[src/rtl/mc_controller_if.sv]
// rtl/mc_controller_if.sv - control bus between mc_controller and the datapath; MC_CTRL_PERF_EN adds counters
interface mc_controller_if;
    logic [31:0] instruction;
    logic        ir_en;
    logic        pc_en;
    logic [1:0]  Wreg_sel;
    logic [1:0]  Wdata_sel;
    logic        W_en;
    logic [1:0]  ALUop;
    logic        ALUsrc;
    logic        DM_sel;
    logic        DM_en;
    logic        Branch;
    logic        EXT_sel;
    logic        Shift_sel;
    logic [2:0]  state;
`ifdef MC_CTRL_PERF_EN
    logic [31:0] cyc_cnt;
    logic [31:0] ret_cnt;

    modport master (
        input  instruction,
        output ir_en, pc_en, Wreg_sel, Wdata_sel, W_en, ALUop, ALUsrc,
               DM_sel, DM_en, Branch, EXT_sel, Shift_sel, state, cyc_cnt, ret_cnt
    );
    modport slave (
        output instruction,
        input  ir_en, pc_en, Wreg_sel, Wdata_sel, W_en, ALUop, ALUsrc,
               DM_sel, DM_en, Branch, EXT_sel, Shift_sel, state, cyc_cnt, ret_cnt
    );
`else
    modport master (
        input  instruction,
        output ir_en, pc_en, Wreg_sel, Wdata_sel, W_en, ALUop, ALUsrc,
               DM_sel, DM_en, Branch, EXT_sel, Shift_sel, state
    );
    modport slave (
        output instruction,
        input  ir_en, pc_en, Wreg_sel, Wdata_sel, W_en, ALUop, ALUsrc,
               DM_sel, DM_en, Branch, EXT_sel, Shift_sel, state
    );
`endif
endinterface

[src/rtl/mc_controller.sv]
// rtl/mc_controller.sv - multi-cycle FETCH/DEC/EXEC/MEM/WB control FSM; MC_CTRL_PERF_EN adds cyc_cnt/ret_cnt
module mc_controller #(
    parameter logic [5:0] OP_SPECIAL = 6'h00,
    parameter logic [5:0] FN_ADDU    = 6'h21,
    parameter logic [5:0] FN_SUBU    = 6'h23,
    parameter logic [5:0] OP_ORI     = 6'h0d,
    parameter logic [5:0] OP_LW      = 6'h23,
    parameter logic [5:0] OP_SW      = 6'h2b,
    parameter logic [5:0] OP_BEQ     = 6'h04,
    parameter logic [5:0] OP_LUI     = 6'h0f
) (
    input  logic              clk,
    input  logic              reset,
    mc_controller_if.master   bus
);
    typedef enum logic [2:0] {
        S_FETCH = 3'd0, S_DEC = 3'd1, S_EXEC = 3'd2, S_MEM = 3'd3, S_WB = 3'd4
    } state_t;

    typedef enum logic [2:0] {
        C_NOP, C_ADDU, C_SUBU, C_ORI, C_LW, C_SW, C_BEQ, C_LUI
    } class_t;

    state_t state_q, state_d;
    class_t cls_q, cls_dec;

    logic       ir_en_c, pc_en_c, w_en_c, dm_en_c, branch_c, alusrc_c, ext_c, shift_c;
    logic [1:0] wreg_c, wdata_c, aluop_c;

    logic [5:0] opcode, funct;
    logic       unused_fields;
    assign opcode        = bus.instruction[31:26];
    assign funct         = bus.instruction[5:0];
    assign unused_fields = ^bus.instruction[25:6];

    always_comb begin
        cls_dec = C_NOP;
        case (opcode)
            OP_SPECIAL: begin
                if (funct == FN_ADDU)      cls_dec = C_ADDU;
                else if (funct == FN_SUBU) cls_dec = C_SUBU;
            end
            OP_ORI:  cls_dec = C_ORI;
            OP_LW:   cls_dec = C_LW;
            OP_SW:   cls_dec = C_SW;
            OP_BEQ:  cls_dec = C_BEQ;
            OP_LUI:  cls_dec = C_LUI;
            default: cls_dec = C_NOP;
        endcase
    end

    always_ff @(posedge clk or negedge reset) begin
        if (!reset) begin
            state_q <= S_FETCH;
            cls_q   <= C_NOP;
        end else begin
            state_q <= state_d;
            if (state_q == S_DEC) cls_q <= cls_dec;
        end
    end

    always_comb begin
        state_d  = S_FETCH;
        ir_en_c  = 1'b0;
        pc_en_c  = 1'b0;
        w_en_c   = 1'b0;
        dm_en_c  = 1'b0;
        branch_c = 1'b0;
        alusrc_c = 1'b0;
        ext_c    = 1'b0;
        shift_c  = 1'b0;
        wreg_c   = 2'd0;
        wdata_c  = 2'd0;
        aluop_c  = 2'd0;
        case (state_q)
            S_FETCH: begin
                ir_en_c = 1'b1;
                state_d = S_DEC;
            end
            // The class register only loads at the end of DEC, so a NOP's
            // retirement strobe is the one output taken from the live decode.
            S_DEC: begin
                if (cls_dec == C_NOP) begin
                    pc_en_c = 1'b1;
                    state_d = S_FETCH;
                end else if (cls_dec == C_LUI) begin
                    state_d = S_WB;
                end else begin
                    state_d = S_EXEC;
                end
            end
            S_EXEC: begin
                case (cls_q)
                    C_ADDU, C_SUBU, C_ORI: state_d = S_WB;
                    C_LW, C_SW:            state_d = S_MEM;
                    C_BEQ: begin
                        branch_c = 1'b1;
                        pc_en_c  = 1'b1;
                        state_d  = S_FETCH;
                    end
                    default:               state_d = S_FETCH;
                endcase
            end
            S_MEM: begin
                if (cls_q == C_LW) begin
                    state_d = S_WB;
                end else begin
                    dm_en_c = 1'b1;
                    pc_en_c = 1'b1;
                    state_d = S_FETCH;
                end
            end
            S_WB: begin
                w_en_c  = 1'b1;
                pc_en_c = 1'b1;
                wreg_c  = (cls_q == C_ADDU || cls_q == C_SUBU) ? 2'd1 : 2'd0;
                wdata_c = (cls_q == C_LW) ? 2'd1 : (cls_q == C_LUI) ? 2'd2 : 2'd0;
                state_d = S_FETCH;
            end
            default: state_d = S_FETCH;
        endcase

        // Datapath mux selects stay stable from EXEC to the last cycle.
        if (state_q == S_EXEC || state_q == S_MEM || state_q == S_WB) begin
            case (cls_q)
                C_SUBU: aluop_c = 2'd1;
                C_ORI: begin
                    aluop_c  = 2'd2;
                    alusrc_c = 1'b1;
                end
                C_LW, C_SW: begin
                    alusrc_c = 1'b1;
                    ext_c    = 1'b1;
                end
                C_BEQ: begin
                    aluop_c = 2'd1;
                    ext_c   = 1'b1;
                end
                C_LUI:   shift_c = 1'b1;
                default: aluop_c = 2'd0;
            endcase
        end
    end

    // Reset forces every output low immediately, not at the next edge.
    assign bus.ir_en     = reset & ir_en_c;
    assign bus.pc_en     = reset & pc_en_c;
    assign bus.W_en      = reset & w_en_c;
    assign bus.DM_en     = reset & dm_en_c;
    assign bus.Branch    = reset & branch_c;
    assign bus.ALUsrc    = reset & alusrc_c;
    assign bus.EXT_sel   = reset & ext_c;
    assign bus.Shift_sel = reset & shift_c;
    assign bus.DM_sel    = 1'b0;
    assign bus.Wreg_sel  = reset ? wreg_c  : 2'd0;
    assign bus.Wdata_sel = reset ? wdata_c : 2'd0;
    assign bus.ALUop     = reset ? aluop_c : 2'd0;
    assign bus.state     = reset ? 3'(state_q) : 3'd0;

`ifdef MC_CTRL_PERF_EN
    logic [31:0] cyc_q, ret_q;

    always_ff @(posedge clk or negedge reset) begin
        if (!reset) begin
            cyc_q <= 32'd0;
            ret_q <= 32'd0;
        end else begin
            cyc_q <= cyc_q + 32'd1;
            if (pc_en_c) ret_q <= ret_q + 32'd1;
        end
    end

    assign bus.cyc_cnt = cyc_q;
    assign bus.ret_cnt = ret_q;
`endif
endmodule

[src/flat_wrapper.sv]
// flat-port wrapper written by rule: the top's interface ports become plain ports
module mc_controller_flat 
#(
    parameter logic [5:0] OP_SPECIAL = 6'h00,
    parameter logic [5:0] FN_ADDU    = 6'h21,
    parameter logic [5:0] FN_SUBU    = 6'h23,
    parameter logic [5:0] OP_ORI     = 6'h0d,
    parameter logic [5:0] OP_LW      = 6'h23,
    parameter logic [5:0] OP_SW      = 6'h2b,
    parameter logic [5:0] OP_BEQ     = 6'h04,
    parameter logic [5:0] OP_LUI     = 6'h0f
)
  (clk, reset, bus_instruction, bus_ir_en, bus_pc_en, bus_Wreg_sel, bus_Wdata_sel, bus_W_en, bus_ALUop, bus_ALUsrc, bus_DM_sel, bus_DM_en, bus_Branch, bus_EXT_sel, bus_Shift_sel, bus_state);
  mc_controller_if bus_i ();
  input  logic clk;
  input  logic reset;
  input wire logic [$bits(bus_i.instruction)-1:0] bus_instruction;
  output wire logic [$bits(bus_i.ir_en)-1:0] bus_ir_en;
  output wire logic [$bits(bus_i.pc_en)-1:0] bus_pc_en;
  output wire logic [$bits(bus_i.Wreg_sel)-1:0] bus_Wreg_sel;
  output wire logic [$bits(bus_i.Wdata_sel)-1:0] bus_Wdata_sel;
  output wire logic [$bits(bus_i.W_en)-1:0] bus_W_en;
  output wire logic [$bits(bus_i.ALUop)-1:0] bus_ALUop;
  output wire logic [$bits(bus_i.ALUsrc)-1:0] bus_ALUsrc;
  output wire logic [$bits(bus_i.DM_sel)-1:0] bus_DM_sel;
  output wire logic [$bits(bus_i.DM_en)-1:0] bus_DM_en;
  output wire logic [$bits(bus_i.Branch)-1:0] bus_Branch;
  output wire logic [$bits(bus_i.EXT_sel)-1:0] bus_EXT_sel;
  output wire logic [$bits(bus_i.Shift_sel)-1:0] bus_Shift_sel;
  output wire logic [$bits(bus_i.state)-1:0] bus_state;
  assign bus_i.instruction = bus_instruction;
  assign bus_ir_en = bus_i.ir_en;
  assign bus_pc_en = bus_i.pc_en;
  assign bus_Wreg_sel = bus_i.Wreg_sel;
  assign bus_Wdata_sel = bus_i.Wdata_sel;
  assign bus_W_en = bus_i.W_en;
  assign bus_ALUop = bus_i.ALUop;
  assign bus_ALUsrc = bus_i.ALUsrc;
  assign bus_DM_sel = bus_i.DM_sel;
  assign bus_DM_en = bus_i.DM_en;
  assign bus_Branch = bus_i.Branch;
  assign bus_EXT_sel = bus_i.EXT_sel;
  assign bus_Shift_sel = bus_i.Shift_sel;
  assign bus_state = bus_i.state;
  mc_controller #(.OP_SPECIAL(OP_SPECIAL), .FN_ADDU(FN_ADDU), .FN_SUBU(FN_SUBU), .OP_ORI(OP_ORI), .OP_LW(OP_LW), .OP_SW(OP_SW), .OP_BEQ(OP_BEQ), .OP_LUI(OP_LUI)) u_core (.clk(clk), .reset(reset), .bus(bus_i));
endmodule
[config.mk]
export PLATFORM = sky130hd
export DESIGN_NAME = mc_controller_flat
export DESIGN_NICKNAME = d
export VERILOG_FILES = /design/src/rtl/mc_controller_if.sv /design/src/rtl/mc_controller.sv /design/src/flat_wrapper.sv
export SDC_FILE = /design/constraint.sdc
export NUM_CORES = 1
export LEC_CHECK = 0
export ABC_CLOCK_PERIOD_IN_PS = 1200
export BUFFER_PORTS_ARGS = -buffer_cell sky130_fd_sc_hd__buf_2
export CAP_MARGIN = 20
export CORE_MARGIN = 10
export CORE_UTILIZATION = 35
export CTS_BUF_LIST = sky130_fd_sc_hd__clkbuf_8
export DETAILED_ROUTE_END_ITERATION = 10
export GPL_ROUTABILITY_DRIVEN = 1
export GPL_TIMING_DRIVEN = 0
export PLACE_DENSITY = 0.78
export SLEW_MARGIN = 20
export SYNTH_ARGS = -nofsm -noshare
export SYNTH_HDL_FRONTEND = slang
export SYNTH_SLANG_ARGS = --single-unit
[constraint.sdc]
create_clock -name clk -period 1.2 [get_ports clk]
set_clock_uncertainty 0.05 [all_clocks]
set_input_delay 0.06 -clock clk [delete_from_list [all_inputs] [get_ports clk]]
set_output_delay 0.06 -clock clk [all_outputs]
set_load 0.02 [all_outputs]
==> results.tsv, run 1 <==
stage	metric	value	unit
synth	register area share after synthesis	24.8	%
routing	Routed Antenna Nets	0	
clocking	Longest Clk Path Bufs	2	
sta	max-slew violations	0	
sta	Tmin final	1.62	ns
power_and_ir_drop	Int Pwr	1100	uW
layout	most frequent cells in the layout	18 x buf_6, 15 x buf_2, 13 x buf_4	
worst_setup_path	reg-to-reg endpoint	u_core.state_q[2]	
power_and_ir_drop	Clk pwr share	16.2	%
clocking	Clock Sinks	6	
power_and_ir_drop	Flop pwr share	22.1	%
worst_hold_path	Hold Crit Depth	3	
power_and_ir_drop	Tot Pwr	2020	uW
layout	# fillers	76	
worst_hold_path	worst hold path type	in2reg	
routing	Post-Route WL	2930	um
routing	Routed WL per cell	20.1	um
clocking	Root Buffer Master	clkbuf_8	
worst_setup_path	crit-path max cell delay	0.46	ns
sta	setup slack after layout	-0.421	ns
floorplan	I/O pin count	52	
global_routing	pin count of the biggest net entering global routing	9	
place	gpl congestion	0.768	
floorplan	Die X	61.6	um
clocking	CTS tree	built	
worst_hold_path	Hold Startpoint	bus_instruction[1]	
synth	Synth Warn #	0	
sta	Final Hold Viols	0	
worst_setup_path	crit-path max FO	7	
synth	Cell Area, Synth	606	um2
sta	Hold Slack	0.102	ns
power_and_ir_drop	Psw	922	uW
place	post-DP HPWL	1580	um
global_routing	number of global-route vias before repair	792	
outcome	failing checks	setup timing	
clocking	Num CTS Buffers	3	
floorplan	Die Area	3790	um2
worst_setup_path	Setup CP Type	reg2out	
routing	DR vias	853	
worst_setup_path	Critical Path RT	1.09	ns
layout	Layout area overhead	116	%
global_routing	gr usage total	12.9	%
flow_run	Max-Cap Viols	0	
worst_setup_path	worst reg2reg startpoint	u_core.state_q[1]	
worst_setup_path	critical path arrival	1.51	ns
synth	Mapped Cells	81	
clocking	H-tree depth	1	
global_routing	initial antenna violation count	0	
power_and_ir_drop	Leakage Power	0.000552	uW
worst_setup_path	critical path cell sequence	nand2b_4 -> mux2i_2 -> nor2_2 -> a211o_1 -> buf_6	
synth	Avg Cell Area, Syn	7.48	um2
power_and_ir_drop	Switching Share	45.6	%
sta	final setup vio count	20	
clocking	Worst-path clk slew	0.04	ns
layout	Inserted Diodes	0	
worst_hold_path	hold path endpoint	u_core.cls_q[1]	
sta	Fmax achieved	0.617	GHz
routing	DRC Markers	0	
place	DP Worst Slack	-0.364	ns
worst_setup_path	R2R Setup Slk	-0.10	ns
global_routing	first-pass GRT wire length	3730	um
worst_setup_path	CP Launch Type	flop	
synth	Netlist cell types	37	
routing	DR pass1 iterations	4	
worst_setup_path	Reg2Reg Depth	6	
layout	fraction of layout cells with a size suffix above 1	70.0	%
sta	period utilisation layout	135	%
floorplan	Die H	61.6	um
power_and_ir_drop	Worst VDD drop	983	uV
place	Post-DP Area	917	um2
routing	DR vias/cell	5.84	
worst_setup_path	CP endpoint kind	output pin	
sta	RSZ-0062 raised after global routing	yes	
power_and_ir_drop	part of the power in combinational logic	61.7	%
place	# port buffers	29	
power_and_ir_drop	Power Density	1550	nW/um2
floorplan	core area	1580	um2
clocking	Clk Latency, worst-skew pair	0.23	ns
sta	setup_tns	-4.40	ns
floorplan	Starting Density	38.4	%
routing	initial DRC count	30	
synth	Seq cells post-synth	6	
layout	fin nets	165	
worst_setup_path	CP max stage cell	dfrtp_2	
outcome	status	finished, violations left	
floorplan	Core Rows	14	
global_routing	GR Overflow Total	0	
layout	final non-filler cell area	1310	um2
layout	commonest non-fill, non-tap cell in the layout	buf_6	
## repair_timing
action	in CTS	in global routing
resized for setup	39	26
pin swaps	6	7
hold buffers	1	0
setup buffers	10	6
endpoints found under the setup margin	18	21
endpoints found under the hold margin	6	0
## power groups by stage
stage / sequential, uW / clock (uW) / combinational [uW]
after floorplan: 335 / 0 / 619
after global placement: 352 / 0 / 762
after detailed placement: 358 / 0 / 773
after CTS: 404 / 323 / 1000
after global routing: 453 / 341 / 1320
final: 446 / 327 / 1250
## kinds of logic after synthesis
group	count (synthesis)	share of synthesized area [%]
buffers and inverters	8	6.20
XOR/XNOR	1	1.45
multiplexers	3	5.37
flip-flops	6	24.8
other	1	0.619
AND/OR/NAND/NOR	47	43.2
AO/OA/AOI/OAI	15	18.4
## cell type report
type	instances	area, um2	share of cell area [%]
Buffer	3	28.8	2.20
Clock buffer	3	41.3	3.16
Clock inverter	1	3.75	0.287
Inverter	3	16.3	1.25
Multi-Input combinational cell	68	656	50.2
Sequential cell	6	155	11.9
Tap cell	16	20.0	1.53
Timing Repair Buffer	46	385	29.5
## worst max-delay path: cells and delay by family (launching register included)
family                 cells  cell delay (ns)
flip-flops                 1             0.46
AO/OA/AOI/OAI              1             0.27
multiplexers               1             0.24
AND/OR/NAND/NOR            2             0.17
buffers and inverters      1             0.13
## sequential cells by signal, summed over array words and instances, names as in the netlist
signal,flops
u_core.cls_q,3
u_core.state_q,3
## cell usage after synthesis (all sizes together)
| master | number | area [um2] |
|---|---|---|
| nand4 | 2 | 12.5 |
| xnor2 | 1 | 8.76 |
| a211oi | 1 | 7.51 |
| o2111ai | 1 | 8.76 |
| a31oi | 1 | 6.26 |
| a21oi | 3 | 15.0 |
| or3 | 1 | 6.26 |
| o211ai | 1 | 7.51 |
| nor3 | 5 | 25.0 |
| o32ai | 2 | 25.0 |
| o31ai | 1 | 7.51 |
| nor4bb | 1 | 10.0 |
| clkbuf | 3 | 11.3 |
| and3b | 1 | 8.76 |
| buf | 2 | 15.0 |
| inv | 3 | 11.3 |
| conb | 1 | 3.75 |
| or2 | 1 | 6.26 |
| nor4 | 4 | 25.0 |
| o21a | 1 | 7.51 |
| a21o | 1 | 7.51 |
| a211o | 1 | 8.76 |
| nor2b | 2 | 12.5 |
| dfrtp | 6 | 150 |
| o21ai | 2 | 10.0 |
| nand2 | 7 | 26.3 |
| nand3 | 3 | 25.0 |
| nand2b | 4 | 25.0 |
| and2 | 3 | 18.8 |
| nor3b | 1 | 7.51 |
| and3 | 1 | 6.26 |
| mux2 | 2 | 22.5 |
| mux2i | 1 | 10.0 |
| nor2 | 10 | 37.5 |
| or3b | 1 | 8.76 |
## worst max-delay path by stage
| stage | endpoint | startpoint | slack [ns] |
|---|---|---|---|
| 2_1_floorplan | bus_pc_en | u_core.cls_q[0] | -0.10 |
| 3_3_place_gp | bus_pc_en | bus_instruction[28] | -0.32 |
| 3_5_place_dp | bus_pc_en | bus_instruction[28] | -0.36 |
| 4_1_cts | bus_pc_en | u_core.cls_q[0] | -0.44 |
| 5_1_grt | bus_pc_en | u_core.cls_q[2] | -0.46 |
| 6_report | bus_pc_en | u_core.cls_q[2] | -0.42 |
## layer usage
metal  part of all wire [%]  track usage, %  vias to the layer above  wire [um]
met3                    5.4            2.06                        8        157
met5                      0               0                        -          0
li1                       -               -                      389          -
met4                    2.7            7.64                        0         78
met1                     38            14.0                      415       1100
met2                     54            23.1                       41       1590
## per-stage QoR
stage | util, % | instances
6_report | 82.9 | 146
5_1_grt | 82.9 | 146
4_1_cts | 73.7 | 141
3_5_place_dp | 58.2 | 127
3_3_place_gp | 58.2 | 127
2_1_floorplan | - | 82
No activity file was read; power rests on OpenSTA's default activity.
==> run 2, diff against run 1 <==
--- a/config.mk
+++ b/config.mk
@@ -5,11 +5,12 @@
 export SDC_FILE = /design/constraint.sdc
 export NUM_CORES = 1
 export LEC_CHECK = 0
+export ABC_AREA = 1
 export ABC_CLOCK_PERIOD_IN_PS = 1200
 export BUFFER_PORTS_ARGS = -buffer_cell sky130_fd_sc_hd__buf_2
 export CAP_MARGIN = 20
 export CORE_MARGIN = 10
-export CORE_UTILIZATION = 35
+export CORE_UTILIZATION = 36
 export CTS_BUF_LIST = sky130_fd_sc_hd__clkbuf_8
 export DETAILED_ROUTE_END_ITERATION = 10
 export GPL_ROUTABILITY_DRIVEN = 1
==> results.tsv, run 2 <==
stage	metric	value	unit
worst_setup_path	CP Launch Type	flop	
worst_setup_path	R2R Setup Slk	-0.04	ns
synth	Seq cells post-synth	6	
worst_setup_path	reg-to-reg endpoint	u_core.state_q[2]	
synth	Avg Cell Area, Syn	5.59	um2
place	gpl congestion	0.772	
routing	Routed Antenna Nets	0	
worst_setup_path	critical path arrival	1.49	ns
routing	DR vias/cell	4.64	
worst_hold_path	Hold Crit Depth	5	
worst_setup_path	crit-path max FO	4	
synth	register area share after synthesis	23.2	%
synth	Netlist cell types	19	
layout	Layout area overhead	84.6	%
layout	fin nets	198	
place	placed insts	171	
routing	DR vias	867	
synth	top cells by count, synth	32 x nand2_1, 27 x nor2_1, 17 x inv_1, 8 x nand3_1, 7 x inv_2	
global_routing	GR Overflow Total	0	
sta	setup slack after layout	-0.403	ns
worst_hold_path	hold path endpoint	u_core.state_q[1]	
layout	Post-Layout Cell Count	187	
synth	leading area contributor after synthesis	dfrtp_1	
sta	period utilisation layout	134	%
clocking	Clock Sinks	6	
worst_setup_path	worst reg2reg startpoint	u_core.state_q[2]	
clocking	H-tree depth	1	
sta	Final Hold Viols	0	
synth	Post-synth EDFFs	0	
layout	commonest non-fill, non-tap cell in the layout	nand2_1	
flow_run	Max-Cap Viols	0	
floorplan	Die X	62.4	um
clocking	Worst-path clk slew	0.03	ns
global_routing	number of global-route vias before repair	849	
routing	initial DRC count	12	
synth	ys flop type	dfrtp_1	
sta	Fmax achieved	0.624	GHz
synth	Cell Area, Synth	648	um2
routing	Post-Route WL	2430	um
global_routing	gr usage total	10.8	%
sta	max-slew violations	0	
worst_setup_path	Reg2Reg Depth	5	
worst_setup_path	Setup CP Type	reg2out	
outcome	status	finished, violations left	
routing	DR pass1 iterations	4	
power_and_ir_drop	Worst VDD drop	597	uV
layout	Inserted Diodes	0	
sta	final setup vio count	14	
layout	fraction of layout cells with a size suffix above 1	56.2	%
floorplan	Die Area	3900	um2
clocking	Longest Clk Path Bufs	2	
clocking	Clk Latency, worst-skew pair	0.22	ns
layout	most frequent cells in the layout	26 x nand2_1, 16 x nor2_1, 16 x buf_2	
worst_setup_path	CP endpoint kind	output pin	
global_routing	pin count of the biggest net entering global routing	8	
place	post-DP HPWL	1630	um
synth	most frequent cell after synthesis	nand2_1	
routing	DRC Markers	0	
place	DP Worst Slack	-0.293	ns
global_routing	first-pass GRT wire length	3490	um
synth	area share of the largest cell type after synthesis	23.2	%
clocking	CTS tree	built	
place	# port buffers	29	
synth	Area contributors post-synth	dfrtp_1 23%, nand2_1 19%, nor2_1 16%	
synth	FFs w/ async S/R, synth	100	%
clocking	Num CTS Buffers	3	
worst_setup_path	Critical Path RT	1.09	ns
sta	Tmin final	1.60	ns
global_routing	initial antenna violation count	0	
synth	Mapped Cells	116	
power_and_ir_drop	Leakage Power	0.000610	uW
worst_hold_path	worst hold path type	in2reg	
routing	Routed WL per cell	13.0	um
floorplan	Core Rows	15	
floorplan	core area	1710	um2
clocking	Root Buffer Master	clkbuf_8	
layout	# fillers	133	
power_and_ir_drop	Power Density	1280	nW/um2
outcome	failing checks	setup timing	
floorplan	Die H	62.4	um
sta	RSZ-0062 raised after global routing	yes	
floorplan	Starting Density	37.9	%
sta	setup_tns	-3.85	ns
worst_hold_path	Hold Startpoint	bus_instruction[30]	
floorplan	I/O pin count	52	
synth	Synth Warn #	0	
layout	Largest regs	u_core.cls_q x3, u_core.state_q x3	
## run 2: cell types whose count changed after synthesis, sizes merged, moves of 2 or more
cell    change
nand2      +26
inv        +21
nor2       +20
nand3       +6
nand2b      -4
and2        -3
clkbuf      -3
mux2        -2
nand4       -2
nor2b       -2
nor3        -2
nor4        -2
o32ai       -2
## run 2: timing repair
item                                    CTS  global route
hold endpoints to repair                  6             0
hold buffers                              1             0
pin swaps                                 8             6
endpoints found under the setup margin   15            15
resized for setup                        37            14
setup buffers                             5             7
## run 2: cell type report
class	count	area [um2]	area share, %
Clock buffer	3	41.3	3.45
Tap cell	25	31.3	2.62
Inverter	24	92.6	7.74
Multi-Input combinational cell	85	533	44.6
Timing Repair Buffer	42	327	27.3
Sequential cell	6	156	13.1
Buffer	2	15.0	1.26
## run 2: how the worst max path moves through the flow
stage | start | to | slack, ns | depth (start not counted)
after global routing | u_core.state_q[1] | bus_Wreg_sel[0] | -0.46 | 6
after global placement | u_core.state_q[0] | bus_pc_en | -0.28 | 7
after detailed placement | u_core.state_q[0] | bus_pc_en | -0.29 | 7
after floorplan | u_core.state_q[0] | bus_Wreg_sel[0] | -0.10 | 5
final | u_core.state_q[1] | bus_Wreg_sel[0] | -0.40 | 6
after CTS | u_core.state_q[2] | bus_pc_en | -0.35 | 6
## run 2: per-stage QoR
| stage | hold WS (ns) | utilization [%] | power, uW | area (um2) |
|---|---|---|---|---|
| after floorplan | -0.286 | - | 799 | 727 |
| after global placement | -0.140 | 52.9 | 932 | 903 |
| after detailed placement | -0.133 | 52.9 | 955 | 903 |
| after CTS | 0.233 | 63.9 | 1420 | 1090 |
| after global routing | 0.302 | 70.0 | 1630 | 1200 |
| final | 0.232 | 70.0 | 1540 | 1200 |
## run 2: layer usage
layer  up-vias  GRT usage [%]  part of all wire [%]  routed length (um)
li1        439              -                     -                   -
met1       379           9.25                    37                 907
met2        43           20.3                    54                1310
met3         6           3.41                   6.3                 153
met4         0           8.38                   2.7                  65
met5         -              0                     0                   0
## run 2: kinds of logic after synthesis
| family | synth area share (%) |
|---|---|
| buf+inv | 16.2 |
| compound gates | 5.79 |
| simple gates | 54.3 |
| flops | 23.2 |
| other cells | 0.579 |
## run 2: critical path: stages, from the launching register on
cell,delay (ns)
dfrtp_2,0.45
nor2_4,0.15
nand2_2,0.09
nor2_4,0.14
inv_4,0.07
nor4_4,0.17
buf_4,0.19
## run 2: power breakdown
part	switching (uW)	internal (uW)	total, uW
combinational	517	357	874
clock	79.7	215	294
sequential	103	265	368
total	700	837	1540
==> run 3, diff against run 2 <==
--- a/config.mk
+++ b/config.mk
@@ -15,7 +15,7 @@
 export DETAILED_ROUTE_END_ITERATION = 10
 export GPL_ROUTABILITY_DRIVEN = 1
 export GPL_TIMING_DRIVEN = 0
-export PLACE_DENSITY = 0.78
+export PLACE_DENSITY = 0.87
 export SLEW_MARGIN = 20
 export SYNTH_ARGS = -nofsm -noshare
 export SYNTH_HDL_FRONTEND = slang
==> results.tsv, run 3 (synthesis results as in run 2) <==
stage	metric	value	unit
global_routing	number of global-route vias before repair	845	
place	post-DP HPWL	1560	um
worst_hold_path	worst hold path type	in2reg	
floorplan	Die X	62.4	um
routing	DR vias/cell	4.49	
place	# port buffers	29	
flow_run	Max-Cap Viols	0	
clocking	Longest Clk Path Bufs	2	
sta	final setup vio count	13	
sta	RSZ-0062 raised after global routing	yes	
worst_setup_path	CP Launch Type	flop	
power_and_ir_drop	Switching Share	44.2	%
power_and_ir_drop	Flop pwr share	23.7	%
global_routing	initial antenna violation count	0	
floorplan	Core Rows	15	
clocking	Worst-path clk slew	0.03	ns
routing	initial DRC count	5	
sta	Fmax achieved	0.642	GHz
global_routing	gr usage total	10.7	%
layout	most frequent cells in the layout	27 x nand2_1, 19 x buf_4, 17 x nor2_1	
floorplan	Die Area	3900	um2
routing	Post-Route WL	2140	um
worst_setup_path	critical path arrival	1.45	ns
power_and_ir_drop	Leakage Power	0.000615	uW
floorplan	Starting Density	37.9	%
clocking	Clock Sinks	6	
floorplan	Die H	62.4	um
sta	setup slack after layout	-0.357	ns
clocking	CTS tree	built	
layout	Reg area	156	um2
sta	max-slew violations	0	
global_routing	GR Overflow Total	0	
floorplan	core area	1710	um2
layout	multi-input logic area	517	um2
clocking	Root Buffer Master	clkbuf_8	
layout	Largest regs	u_core.cls_q x3, u_core.state_q x3	
routing	DR pass1 iterations	4	
layout	commonest non-fill, non-tap cell in the layout	nand2_1	
floorplan	I/O pin count	52	
power_and_ir_drop	Int Pwr	882	uW
global_routing	first-pass GRT wire length	3490	um
sta	Tmin final	1.56	ns
routing	DRC Markers	0	
sta	Final Hold Viols	0	
worst_setup_path	crit-path max FO	6	
power_and_ir_drop	Worst VDD drop	886	uV
power_and_ir_drop	Power Density	1370	nW/um2
worst_setup_path	Setup CP Type	reg2out	
layout	final non-filler cell area	1150	um2
outcome	status	finished, violations left	
routing	Routed Antenna Nets	0	
global_routing	pin count of the biggest net entering global routing	8	
worst_setup_path	CP endpoint kind	output pin	
clocking	Num CTS Buffers	3	
layout	fraction of layout cells with a size suffix above 1	54.7	%
outcome	failing checks	setup timing	
clocking	H-tree depth	1	
sta	period utilisation layout	130	%
worst_setup_path	Critical Path RT	1.09	ns
routing	DR vias	836	
power_and_ir_drop	part of the power in combinational logic	57.7	%
power_and_ir_drop	Clk pwr share	18.7	%
place	Post-DP Area	903	um2
clocking	Clk Latency, worst-skew pair	0.22	ns
layout	Inserted Diodes	0	
power_and_ir_drop	Psw	699	uW
layout	# fillers	134	
layout	fin nets	197	
place	gpl congestion	0.812	
sta	setup_tns	-3.21	ns
layout	Layout area overhead	77.8	%
routing	Routed WL per cell	11.5	um
## run 3: cell types whose count changed in the layout (fill, tap and decap cells not counted), moves of 2 or more
cell,change
buf_6,-6
nand2_2,-2
buf_4,+5
nor2_4,-2
## run 3: worst paths after layout
kind	startpoint	endpoint	slack [ns]	cells after the start
max	u_core.cls_q[1]	bus_pc_en	-0.36	7
min	bus_instruction[30]	u_core.state_q[1]	0.25	5
max reg2reg	u_core.state_q[2]	u_core.state_q[2]	0.03	4
min reg2reg	u_core.cls_q[1]	u_core.cls_q[1]	0.57	2
max in group asynchronous	reset	u_core.state_q[0]	0.62	2
min in group asynchronous	reset	u_core.cls_q[0]	0.26	2
## run 3: worst max-delay path, stage by stage, from the launching register on
cell	delay, ns
dfrtp_2	0.44
nor2_4	0.12
nand2_2	0.09
nand3_1	0.11
nand2_1	0.09
nor2_2	0.16
a21oi_4	0.07
buf_6	0.14
## run 3: area by class of cell
| class | instances | area share [%] |
|---|---|---|
| Tap cell | 25 | 2.71 |
| Sequential cell | 6 | 13.6 |
| Inverter | 24 | 8.25 |
| Clock buffer | 3 | 3.58 |
| Buffer | 2 | 1.30 |
| Multi-Input combinational cell | 85 | 44.8 |
| Timing Repair Buffer | 41 | 25.7 |
## run 3: stage by stage
stage	cells	utilization [%]	setup slack [ns]	hold slack, ns	power (uW)
after global placement	171	52.9	-0.273	-0.143	928
after detailed placement	171	52.9	-0.282	-0.139	946
after CTS	181	64.3	-0.322	0.228	1440
after global routing	186	67.5	-0.424	0.290	1680
final	186	67.5	-0.357	0.247	1580
after floorplan	117	-	-0.105	-0.286	799
## run 3: per-layer routing
layer | part of all wire, % | vias to the layer above | routed length [um] | GRT usage (%)
met5 | 0 | - | 0 | 0
met4 | 1.1 | 0 | 23 | 7.82
met3 | 5.9 | 2 | 127 | 2.33
met2 | 56 | 30 | 1200 | 20.1
met1 | 37 | 367 | 789 | 9.79
li1 | - | 437 | - | -
## run 3: what timing repair did
action,in CTS,in global routing
resized for setup,38,5
setup buffers,6,5
pin swaps,9,5
endpoints found under the hold margin,6,0
hold buffers,1,0
cloned,0,0
endpoints found under the setup margin,14,16
## run 3: power by group through the flow
stage / Sequential, uW / Combinational, uW / Clock [uW]
after global placement: 342 / 586 / 0
after detailed placement: 347 / 599 / 0
after global routing: 381 / 984 / 318
after floorplan: 331 / 468 / 0
after CTS: 367 / 775 / 299
final: 374 / 911 / 295
